`src/rtl/uart_fifo.sv`:
```
// Receive-path FIFO for the UART: each entry holds a character plus break/parity/framing flags.
// Popped slots are zeroed, so an empty head reads 0 and the error OR can span the whole array.
module uart_fifo #(
    parameter int fifo_width     = 11,
    parameter int fifo_depth     = 16,
    parameter int fifo_pointer_w = 4,
    parameter int fifo_counter_w = 5
) (
    input  logic                      clk,
    input  logic                      wb_rst_i,
    input  logic [fifo_width-1:0]     data_in,
    input  logic                      push,
    input  logic                      pop,
    input  logic                      fifo_reset,
    input  logic                      reset_status,
    output logic [fifo_width-1:0]     data_out,
    output logic [fifo_counter_w-1:0] count,
    output logic                      overrun,
    output logic                      error_bit
);

    localparam logic [fifo_counter_w-1:0] full_count = fifo_counter_w'(fifo_depth);
    localparam logic [fifo_pointer_w-1:0] last_ptr   = fifo_pointer_w'(fifo_depth - 1);

    logic [fifo_width-1:0]     mem_r [fifo_depth];
    logic [fifo_pointer_w-1:0] wr_ptr_r;
    logic [fifo_pointer_w-1:0] rd_ptr_r;
    logic [fifo_counter_w-1:0] count_r;
    logic                      overrun_r;
    logic                      do_push_s;
    logic                      do_pop_s;
    logic                      set_overrun_s;
    logic                      error_s;

    function automatic logic [fifo_pointer_w-1:0] next_ptr(input logic [fifo_pointer_w-1:0] ptr);
        if (ptr == last_ptr) begin
            return '0;
        end else begin
            return ptr + fifo_pointer_w'(1);
        end
    endfunction

    // Decide which halves of a push/pop request are honoured this cycle.
    always_comb begin
        do_pop_s      = 1'b0;
        do_push_s     = 1'b0;
        set_overrun_s = 1'b0;
        if (pop && (count_r != '0)) begin
            do_pop_s = 1'b1;
        end else begin
            do_pop_s = 1'b0;
        end
        if (push && ((count_r != full_count) || do_pop_s)) begin
            do_push_s = 1'b1;
        end else if (push) begin
            set_overrun_s = 1'b1;
        end else begin
            do_push_s = 1'b0;
        end
    end

    // Storage, pointers, occupancy and sticky overrun.
    always_ff @(posedge clk or posedge wb_rst_i) begin
        if (wb_rst_i) begin
            wr_ptr_r  <= '0;
            rd_ptr_r  <= '0;
            count_r   <= '0;
            overrun_r <= 1'b0;
            for (int i = 0; i < fifo_depth; i++) begin
                mem_r[i] <= '0;
            end
        end else if (fifo_reset) begin
            wr_ptr_r  <= '0;
            rd_ptr_r  <= '0;
            count_r   <= '0;
            overrun_r <= 1'b0;
            for (int i = 0; i < fifo_depth; i++) begin
                mem_r[i] <= '0;
            end
        end else begin
            if (do_pop_s) begin
                mem_r[rd_ptr_r] <= '0;
                rd_ptr_r        <= next_ptr(rd_ptr_r);
            end
            // Placed after the clear so a full-FIFO push+pop on the same slot keeps the new data.
            if (do_push_s) begin
                mem_r[wr_ptr_r] <= data_in;
                wr_ptr_r        <= next_ptr(wr_ptr_r);
            end
            case ({do_push_s, do_pop_s})
                2'b10:   count_r <= count_r + fifo_counter_w'(1);
                2'b01:   count_r <= count_r - fifo_counter_w'(1);
                default: count_r <= count_r;
            endcase
            if (reset_status) begin
                overrun_r <= 1'b0;
            end else if (set_overrun_s) begin
                overrun_r <= 1'b1;
            end else begin
                overrun_r <= overrun_r;
            end
        end
    end

    // Aggregate status flags across every slot.
    always_comb begin
        error_s = 1'b0;
        for (int i = 0; i < fifo_depth; i++) begin
            error_s = error_s | (|mem_r[i][2:0]);
        end
    end

    assign data_out  = mem_r[rd_ptr_r];
    assign count     = count_r;
    assign overrun   = overrun_r;
    assign error_bit = error_s;

endmodule

```
`config.mk`:
```
export PLATFORM = sky130hd
export DESIGN_NAME = uart_fifo
export DESIGN_NICKNAME = d
export VERILOG_FILES = /design/src/rtl/uart_fifo.sv
export SDC_FILE = /design/constraint.sdc
export NUM_CORES = 1
export LEC_CHECK = 0
export BUFFER_PORTS_ARGS = -buffer_cell sky130_fd_sc_hd__buf_2
export CORE_MARGIN = 5
export CORE_UTILIZATION = 45
export CTS_CLUSTER_SIZE = 30
export DETAILED_ROUTE_END_ITERATION = 10
export PLACE_DENSITY = 0.58
export SLEW_MARGIN = 20
export SYNTH_ARGS = -nofsm -noshare
export SYNTH_HDL_FRONTEND = slang
export SYNTH_SLANG_ARGS = --single-unit
```
`constraint.sdc`:
```
create_clock -name clk -period 12.7 [get_ports clk]
set_input_delay 1.905 -clock clk [delete_from_list [all_inputs] [get_ports clk]]
set_output_delay 1.905 -clock clk [all_outputs]
set_load 0.01 [all_outputs]
```
* Yosys cells after proc, flatten, opt, wreduce, memory -nomap -nowiden
Cells that the tools add are included.
Widths: inputs -> output; s select.
** Word-level totals
- Flip-flop bits (word level) :: 190
** Cells by class
- Bitwise operators :: 19
- Reductions and logical operators :: 26
- Muxes and demuxes :: 27
- Order comparisons :: 4
- Add/subtract/negate cells :: 4
- Equal/unequal tests :: 5
** Operator list (count)
- $mux 176 :: 4
- $and 176x176->176 :: 1
- $bwmux 176 :: 1
- $not 176->176 :: 1
- $demux 11 s4 :: 2
- $reduce_or 3->1 :: 16
- $bmux 11 s4 :: 1
- $mux 11 :: 4
- $mux 4 :: 6
- $or 1x1->1 :: 15
- $ge 5x5->1 const B :: 2
- $lt 5x1->1 const B :: 2
- $not 4->5 :: 2
- $pmux 5 s2 :: 1
- $add 4x1->4 const B :: 2
- $eq 4x4->1 const B :: 2
- $mux 1 :: 7
- $reduce_bool 3->1 :: 2
- $add 5x1->5 const B :: 1
- $mux 5 :: 1
- $ne 5x5->1 const B :: 1
- $reduce_bool 5->1 :: 1
- $sub 5x1->5 const B :: 1
- $logic_and 1x1->1 :: 4
- other kinds (4) :: 5

* Logic depth before layout (Yosys ltp)
Gate-level depths: netlist of the first run.
- Depth in word-level cells :: 16
- Mapped depth :: 10
- Depth with buffers taken out :: 9

* Worst setup path after synthesis of the first run
Ideal clock, no wire load.
- Path kind :: reg-to-output
- Start point :: reg rd_ptr_r[0]
- End point :: out data_out[4]
- Path buffers :: 2
- Required time :: 10.795 ns
- Arrival :: 1.964 ns
- Path slack :: 8.831 ns
- Stages on the path, launching flop included :: 6
- Cell sequence :: dfrtp_1 clkbuf_1 buf_2 mux4_2 a22oi_1 nand2_1
** Between the ends
- Cells in the longest elaborated chain, start to end :: 4
** RTL lines
- from (decl) :: line 27 : logic [fifo_pointer_w-1:0] rd_ptr_r;
- from (signal assigned) :: line 83 : rd_ptr_r <= next_ptr(rd_ptr_r);
- $not 4->5 (implied by the code) :: line 113 : assign data_out = mem_r[rd_ptr_r];
- $bmux 11 s4 :: line 113
- $mux 11 (implied by the code) (2 in series) :: line 113
- to (decl) :: line 16 : output logic [fifo_width-1:0] data_out,
Every way passes these cells. The select of a mux whose other input is x is not followed.

* Worst setup path after layout of the first run
- Start point :: reg rd_ptr_r[0]
- End point :: out data_out[0]
Same word-level chain as after synthesis.

==> results of run 1 <==
routing by layer:
| layer | track usage | vias to the layer above | part of all wire |
|---|---|---|---|
| met5 | 0 | - | 0 |
| li1 | - | 3268 | - |
| met3 | 0.0476 | 39 | 0.061 |
| met4 | 0.0776 | 0 | 0.026 |
| met1 | 0.336 | 3745 | 0.45 |
| met2 | 0.350 | 223 | 0.46 |
layout by cell type (no fill, tap or decap), types with 3 or more instances in the layout:
| master | instances |
|---|---|
| a21oi_1 | 10 |
| a22oi_1 | 22 |
| and2_1 | 3 |
| buf_2 | 33 |
| buf_4 | 6 |
| clkbuf_16 | 17 |
| clkinv_2 | 3 |
| clkinvlp_4 | 3 |
| dfrtp_1 | 188 |
| ha_1 | 11 |
| inv_1 | 186 |
| mux2i_1 | 3 |
| mux4_2 | 44 |
| nand2_1 | 29 |
| nand2b_1 | 14 |
| nand4_1 | 9 |
| nor2_1 | 15 |
| nor2b_1 | 3 |
| nor4_1 | 12 |
| o2111ai_1 | 8 |
| o2111ai_2 | 16 |
| o211ai_1 | 3 |
| o21ai_0 | 4 |
| o21ai_1 | 7 |
| o32ai_1 | 176 |
| xor2_1 | 4 |
registers in the layout, indices dropped and copies added (netlist names):
register / cells
count: 5
mem_r: 176
overrun: 1
rd_ptr_r: 4
wr_ptr_r: 4
worst reg2reg max path, cell delays in order, from the launching register on:
cell	delay, ns
dfrtp_1	0.75
nand2b_1	0.29
buf_4	0.30
o2111ai_2	0.80
nand2_1	0.72
o32ai_1	0.46
power by group through the flow:
stage | clock, W | combinational [W] | sequential, W
detailed placement | 0 | 0.000313 | 0.000666
finish | 0.000527 | 0.000315 | 0.000654
global placement | 0 | 0.000308 | 0.000665
CTS | 0.000539 | 0.000313 | 0.000654
floorplan | 0 | 0.000252 | 0.000647
global route | 0.000566 | 0.000340 | 0.000658
stage by stage:
| stage | util | worst slack (ns) | hold WS, ns | cells |
|---|---|---|---|---|
| finish | 0.489 | 7.82 | 0.542 | 1148 |
| CTS | 0.488 | 7.78 | 0.544 | 1148 |
| global placement | 0.461 | 7.84 | 0.525 | 1118 |
| global route | 0.489 | 7.61 | 0.557 | 1148 |
| floorplan | - | 5.62 | 0.512 | 905 |
| detailed placement | 0.462 | 8.00 | 0.533 | 1118 |
worst max-delay path by stage:
stage             endpoint  slack (ns)  cells after the start
3_3_place_gp     mem_r[11]        7.84                      6
5_1_grt        data_out[0]        7.61                      5
2_1_floorplan     count[0]        5.62                      1
6_report       data_out[0]        7.82                      5
4_1_cts        data_out[0]        7.78                      5
3_5_place_dp    mem_r[120]        8.00                      6
cell type report:
type                            instances  area share
Clock buffer                           20      0.0431
Clock inverter                         10      0.0109
Inverter                              188      0.0673
Multi-Input combinational cell        420       0.376
Sequential cell                       190       0.449
Tap cell                              280      0.0330
Timing Repair Buffer                   40      0.0209
logic make-up (layout without fill, tap and decap cells):
family	count (synthesis)	count (layout)	share of synthesized area
xor+xnor	4	4	0.00356
compound gates	255	255	0.223
fa+ha+maj	12	12	0.0160
simple gates	99	99	0.0526
flops	190	190	0.483
buf+inv	295	258	0.116
mux	50	50	0.107
==> metrics, run 1 <==
CP Cell Sequence buf_4, mux4_2, a22oi_1, nand2_1, buf_2; switch share 0.313; peak supply drop 0.000212 V; outcome completed; register area share after synthesis 0.483; final period utilization 0.384; post-synth top area cell dfrtp_1; DRT Wirelength 28000 µm; Post-CTS Setup Inserts 0; flops & latches, synth 190; routed vias 7275; sequential power share 0.437; starting DRC count in detailed routing 778; chip height 158 µm; Max Slew Vio Count 0; min-delay worst type register to register; # port buffers 34; Wirelength per Cell roughly 24 µm; first-pass GRT wire length 44100 µm; layout cell share with drive strength beyond 1 0.160; critical path's top delay family buffers and inverters; Int Pwr 0.00103 W; final hold vios 0; worst hold endpoint mem_r[54]; CTS sink count 190; All-Layer GR Usage 0.232; register area 4760 µm²; Fmax achieved slightly above 200 MHz; async set-reset flop share out of synthesis 1.00; post-synth cell types 47; setup TNS 0 ns; initial antenna violation count 0; CTS Root Cell clkbuf_16; Final #Nets 886; RSZ-0062 raised after global routing false; WP buf/inv 2; Syn Nets ~930; top-area cell type share of the netlist area 0.483; Final Cell Area 10600 µm²; Post-DRT Antenna Nets 0; Die Area 25000 µm²; GR Overflow Total 0; Comb pwr share 0.211; Worst R2R Setup Slack approximately 9.3 ns; width of the die 158 µm; crit path from rd_ptr_r[0]; EDFF count, synth 0; Crit Reg-Reg Startpoint count[4]; hold path depth 2; Ports 35; cts bufs inserted 17; critical path's slowest cell dfrtp_2; Remaining DRCs 0; hold buffer count at cts 0; post-cts sizing count 0; synthesized area per cell ~11 µm²; Max Cap Viol 0; Skew-Pair Late Insertion Delay 0.43 ns; DR vias/cell 6.34; startpoint type of the worst setup path register; ANT cells 0; area of the multi-input gates 3990 µm²; sw power 0.000468 W; htree depth 4; Final Critical Period 4.88 ns; routability-driven placement congestion ratio 0.866; largest cells by area after synthesis dfrtp_1, o32ai_1, mux4_2, inv_1, clkbuf_1; P_leak 4.12 nW; # fillers 1974; worst endpoint required time 10.80 ns; Final HPWL DP 17300 µm; most common cell in the netlist dfrtp_1; vias in the first global route between 7000 and 8000; Design Power approximately 0.0015 W; Register-to-Register Path Depth 5; hold wc startpoint mem_r[54]; Slew @ Worst Pin around 1.2 ns; Pwr per Cell Area around 140 nW/µm²; Crit Path Max Fanout 34; Post-Synthesis Cell Area 9850 µm²; Synth Flop Type dfrtp_1; Worst Setup Path Type register to primary output; largest net degree at the start of global routing 129; clock share of power 0.352; Slowest Stage Delay on Critical Path 0.70 ns; Clock Pin Slew Worst Setup and Hold Paths approximately 0.070 ns; Area after DPL 10000 µm²; drt pass-1 iters 4; CTS Buffer Depth 2; Final setup viols 0; # rows 54; clk_skew 0.00857 ns; worst r2r dst mem_r[144]; Setup crit end kind primary output; synth-to-layout area growth 7.59%; starting density of the core 0.454; arrival time at the worst endpoint just under 3 ns; total core area 21700 µm²; Synth warnings 0; synthesized instance count 905; CTS tree built; max_slew headroom 0.216; Post-synth top cells dfrtp_1, inv_1, o32ai_1, clkbuf_1, mux4_2
No activity file was read; power rests on OpenSTA's default activity.
==> inputs of run 2 (changes only) <==
--- a/config.mk
+++ b/config.mk
@@ -5,6 +5,7 @@
 export SDC_FILE = /design/constraint.sdc
 export NUM_CORES = 1
 export LEC_CHECK = 0
+export ABC_AREA = 1
 export BUFFER_PORTS_ARGS = -buffer_cell sky130_fd_sc_hd__buf_2
 export CORE_MARGIN = 5
 export CORE_UTILIZATION = 45
==> constraint.sdc (replaced) <==
create_clock -name clk -period 4.9 [get_ports clk]
set_input_delay 0.735 -clock clk [delete_from_list [all_inputs] [get_ports clk]]
set_output_delay 0.735 -clock clk [all_outputs]
set_load 0.01 [all_outputs]
==> run 2 against run 1 <==
Compared with the run above:
- global-route usage is 2.9 points higher
- worst setup slack lost 6.3 ns
- die area rose by 15%
- via count is 48% higher
- critical path type unchanged
- critical endpoint is now data_out[3]
==> metrics, run 2 <==
outcome completed; htree depth 4; cts bufs inserted 17; # port buffers 34; CTS Root Cell clkbuf_16; peak supply drop 0.000230 V; CTS Buffer Depth 2; Post-Synthesis Cell Area 11400 µm²; Remaining DRCs 0; Final Critical Period 3.34 ns; largest net degree at the start of global routing approximately 120; post-synth cell types 30; sw power 0.00203 W; most frequent cells in the layout nand2_1, nor2_1, o21ai_1; synthesized area per cell 6.88 µm²; Crit Path Max Fanout between 50 and 60; register area share after synthesis 0.416; final hold vios 0; Int Pwr around 0.0028 W; starting density of the core 0.455; CTS sink count 190; switch share 0.424; Wirelength per Cell 19.3 µm; setup TNS 0 ns; Final #Nets 1619; xor/xnor share of the synthesized area 0.00307; routability-driven placement congestion ratio 0.903; # fillers around 2600; post-synthesis compound-gate area fraction 0.222; sequential power share 0.351; Fmax achieved 299 MHz; Setup crit end kind primary output; flops & latches, synth 190; simple-gate share of the synthesized area 0.222; Synth Flop Type dfrtp_1; Post-synth top cells nand2_1, nor2_1, o21ai_1, inv_1, dfrtp_1; arrival time at the worst endpoint ~2.6 ns; synthesized instance count 1659; ANT cells 0; final period utilization 0.682; hold buffer count at cts 0; Final Cell Area 12100 µm²; max_slew headroom 0.369; first-pass GRT wire length a little under 60000 µm; Largest register FFs 176; Ports 35; async set-reset flop share out of synthesis 1.00; EDFF count, synth 0; Synth warnings 0; crit path from rd_ptr_r[0]; post-synth top area cell dfrtp_1; P_leak just over 6 nW; Max Slew Vio Count 0; worst endpoint required time between 4 and 5 ns; routed vias ~11000; Worst Setup Path Type register to primary output; Crit Reg-Reg Startpoint count[1]; Post-DRT Antenna Nets 0; synth-to-layout area growth 5.71%; Finished Core Util 0.481; CTS tree built; Clock Pin Slew Worst Setup and Hold Paths 0.08 ns; min-delay worst type input port to async pin; Skew-Pair Late Insertion Delay around 0.45 ns; drt pass-1 iters 5; Final setup viols 0; startpoint type of the worst setup path register; DRT Wirelength 37300 µm; Top reg by flops mem_r; clk_skew between 0.015 and 0.02 ns; Comb pwr share 0.345; DR vias/cell 5.57; post-cts sizing count 0; mux cell area share after synthesis 0; Final HPWL DP 22700 µm; fin cells 1933; vias in the first global route 9852; width of the die 169 µm; chip height 169 µm; Max Cap Viol 0; most common cell after layout, fill and taps aside nand2_1; GR Overflow Total 0; initial antenna violation count 0; # rows 58; largest family of logic cells by synthesized area simple AND/OR/NAND/NOR gates; total core area 25100 µm²; layout cell share with drive strength beyond 1 0.0711; clock share of power 0.305; Design Power 0.00480 W; starting DRC count in detailed routing 1318; largest cells by area after synthesis dfrtp_1, o21ai_1, nand2_1, nor2_1, o21ai_0; Syn Nets ~1700; adder-cell share of the synthesized area 0.0138; Slew @ Worst Pin approximately 0.95 ns; RSZ-0062 raised after global routing false; Pwr per Cell Area 398 nW/µm²; Inst Count DP 1901; top-area cell type share of the netlist area 0.416; Post-CTS Setup Inserts 0; Die Area about 29000 µm²; Area after DPL 11500 µm²; All-Layer GR Usage 0.261
-- run 2: changes by cell type in the layout (fill, tap and decap cells not counted), moves of 22 or more --
cell,delta
nor2_1,+263
nand2_1,+250
o21ai_1,+248
o21ai_0,+181
o32ai_1,-176
mux4_2,-44
o22ai_1,+38
a22oi_1,-22
-- run 2: final cells by class --
cell class / instances / area (µm²) / area share
tap: 330 / 413 / 0.0342
multi-input combinational: 1136 / 5280 / 0.437
clock buffer: 17 / 425 / 0.0352
sequential: 190 / 4760 / 0.394
inverter: 203 / 768 / 0.0636
timing repair buffer: 42 / 255 / 0.0211
clock inverter: 15 / 180 / 0.0149
-- run 2: stage by stage --
step	setup WS, ns	hold slack [ns]
2_1_floorplan	1.72	0.513
3_3_place_gp	2.07	0.514
3_5_place_dp	2.04	0.536
4_1_cts	1.56	0.410
5_1_grt	1.38	0.415
6_report	1.56	0.418
-- run 2: final timing paths --
kind	to	slack [ns]	cells past startpoint
worst max-delay path	data_out[3]	1.56	7
worst min register to register	overrun	0.55	2
worst max register to register	mem_r[162]	2.17	8
worst min-delay path	mem_r[79]	0.42	3
min in group clk	overrun	0.42	2
max in group asynchronous	rd_ptr_r[0]	3.63	3
-- run 2: per-layer routing --
layer  global-route usage  routed length [µm]  part of all wire
met1                0.399               17400              0.47
met2                0.386               16200              0.43
met3               0.0422                2920             0.078
met4               0.0686                 788             0.021
met5                    0                   0                 0
-- run 2: cell families (layout without fill, tap and decap cells) --
logic type	after synthesis	after routing
and+or+nand+nor	624	624
buffers and inverters	333	277
AOI/OAI and AO/OA	496	496
adders and majority gates	12	12
DFF	190	190
xor gates and xnor gates	4	4
-- run 2: critical path, cell delays in order, from the launching register on --
cell,delay (ns)
dfrtp_2,0.41
inv_2,0.64
buf_4,0.45
o21ai_0,0.14
o22ai_1,0.17
nand2_1,0.08
nand4_1,0.12
buf_2,0.14
-- run 2: power by group through the flow --
stage                     Clock (W)  Sequential, W  Combinational, W
final                       0.00146        0.00168           0.00166
after floorplan                   0        0.00170           0.00126
after CTS                   0.00148        0.00168           0.00164
after detailed placement          0        0.00171           0.00163
after global routing        0.00154        0.00169           0.00183
after global placement            0        0.00171           0.00162
==> inputs of run 3 (changes only) <==
--- a/config.mk
+++ b/config.mk
@@ -5,7 +5,7 @@
 export SDC_FILE = /design/constraint.sdc
 export NUM_CORES = 1
 export LEC_CHECK = 0
-export ABC_AREA = 1
+export ABC_AREA = 0
 export BUFFER_PORTS_ARGS = -buffer_cell sky130_fd_sc_hd__buf_2
 export CORE_MARGIN = 5
 export CORE_UTILIZATION = 45
==> constraint.sdc (replaced) <==
create_clock -name clk -period 3.1 [get_ports clk]
set_input_delay 0.465 -clock clk [delete_from_list [all_inputs] [get_ports clk]]
set_output_delay 0.465 -clock clk [all_outputs]
set_load 0.01 [all_outputs]
==> run 3 against run 2 <==
Compared with the run above:
- flip-flop and latch count did not move
- power is 27% higher
- highest routed layer unchanged
- critical endpoint is now data_out[10]
- core utilization rose by 1.8 points
- routed wire length fell by 25%
==> metrics, run 3 (same netlist as run 1, synthesis figures left out) <==
startpoint type of the worst setup path register; Worst Setup Path Type register to primary output; Slew @ Worst Pin 1.10 ns; drt pass-1 iters 5; min-delay worst type input port to async pin; arrival time at the worst endpoint 2.49 ns; Ports 35; htree depth 4; Final #Nets between 900 and 1000; final worst slack 0.143 ns; Slowest Stage Delay on Critical Path 0.83 ns; worst endpoint required time 2.63 ns; setup TNS 0 ns; Wirelength per Cell approximately 24 µm; most frequent cells in the layout dfrtp_1, inv_1, o32ai_1; cts bufs inserted 17; Final HPWL DP 17500 µm; RSZ-0062 raised after global routing false; P_leak 4.27 nW; final hold vios 0; Final Critical Period 2.96 ns; Setup crit end kind primary output; Largest register FFs 176; post-cts sizing count 0; # rows 54; layout cell share with drive strength beyond 1 0.184; Max Slew Vio Count 0; chip height 158 µm; Crit Path Max Fanout 24; Worst R2R Setup Slack 0.57 ns; Top reg by flops mem_r; fin cells 1182; worst slack, placed 0.578 ns; max_slew headroom 0.259; CTS tree built; width of the die 158 µm; CTS Buffer Depth 2; GR Overflow Total 0; final period utilization 0.954; Die Area 25000 µm²; Inst Count DP 1150; # port buffers 34; All-Layer GR Usage 0.234; routed vias 7306; CTS sink count 190; peak supply drop 0.000642 V; CP Cell Sequence buf_4, mux4_2, a22oi_1, nand2_1, buf_2; vias in the first global route 7443; critical path's top delay family flip-flops; Design Power 0.00610 W; Pwr per Cell Area 564 nW/µm²; starting density of the core 0.454; Post-DRT Antenna Nets 0; initial antenna violation count 0; ANT cells 0; most common cell after layout, fill and taps aside dfrtp_1; Skew-Pair Late Insertion Delay between 0.4 and 0.5 ns; DR vias/cell 6.18; total core area approximately 22000 µm²; critical path's slowest cell dfrtp_2; starting DRC count in detailed routing 755; Fmax achieved 338 MHz; CTS Root Cell clkbuf_16; Max Cap Viol 0; Clock Pin Slew Worst Setup and Hold Paths about 0.070 ns; clk_skew 0.0110 ns; Finished Core Util 0.499; WP buf/inv 2; hold buffer count at cts 0; routability-driven placement congestion ratio about 0.84; DRT Wirelength 27900 µm; Post-CTS Setup Inserts 0; synth-to-layout area growth 9.77%; largest net degree at the start of global routing 106; outcome completed; first-pass GRT wire length about 45000 µm; Remaining DRCs 0; Final setup viols 0
## run 3: cell count changes in the layout (fill, tap and decap cells not counted), sizes merged, moves of 14 or more
cell / delta
o21ai: -427
nand2b: +14
o2111ai: +24
inv: -22
mux4: +44
nor2: -271
buf: +30
nand2: -268
o22ai: -38
a22oi: +22
nand3: -17
o32ai: +176
## run 3: final cells by class
class	count	area, µm²
Clock buffer	21	450
Clock inverter	11	90.1
Fill cell	1956	10900
Inverter	188	709
Multi-Input combinational cell	420	3960
Sequential cell	190	4760
Tap cell	280	350
Timing Repair Buffer	72	499
## run 3: metal layers
metal / vias to the layer above / routed length [µm] / track usage
li1: 3318 / - / -
met1: 3769 / 12800 / 0.342
met2: 203 / 13400 / 0.373
met3: 16 / 1410 / 0.0424
met4: 0 / 291 / 0.0443
met5: - / 0 / 0
## run 3: worst paths after layout
kind / from / to / depth (start not counted)
setup / recovery: rd_ptr_r[1] / data_out[10] / 5
hold / removal: wb_rst_i / mem_r[157] / 2
setup reg to reg: count[1] / mem_r[42] / 5
hold reg to reg: mem_r[96] / mem_r[96] / 2
max in group asynchronous: wb_rst_i / rd_ptr_r[0] / 3
min in group clk: reset_status / overrun / 2
## run 3: through the flow
stage	instance area (µm²)	hold WS [ns]
finish	10800	0.0422
global route	10800	0.0577
CTS	10800	0.0510
detailed placement	10300	0.510
global placement	10300	0.506
floorplan	9860	0.512
## run 3: power by group
group / leakage [nW] / internal (W) / total, W / switching (W)
clock: 0.271 / 0.00112 / 0.00209 / 0.000968
combinational: 1.36 / 0.000481 / 0.00136 / 0.000875
sequential: 2.64 / 0.00255 / 0.00265 / 0.000101
total: 4.27 / 0.00415 / 0.00610 / 0.00194
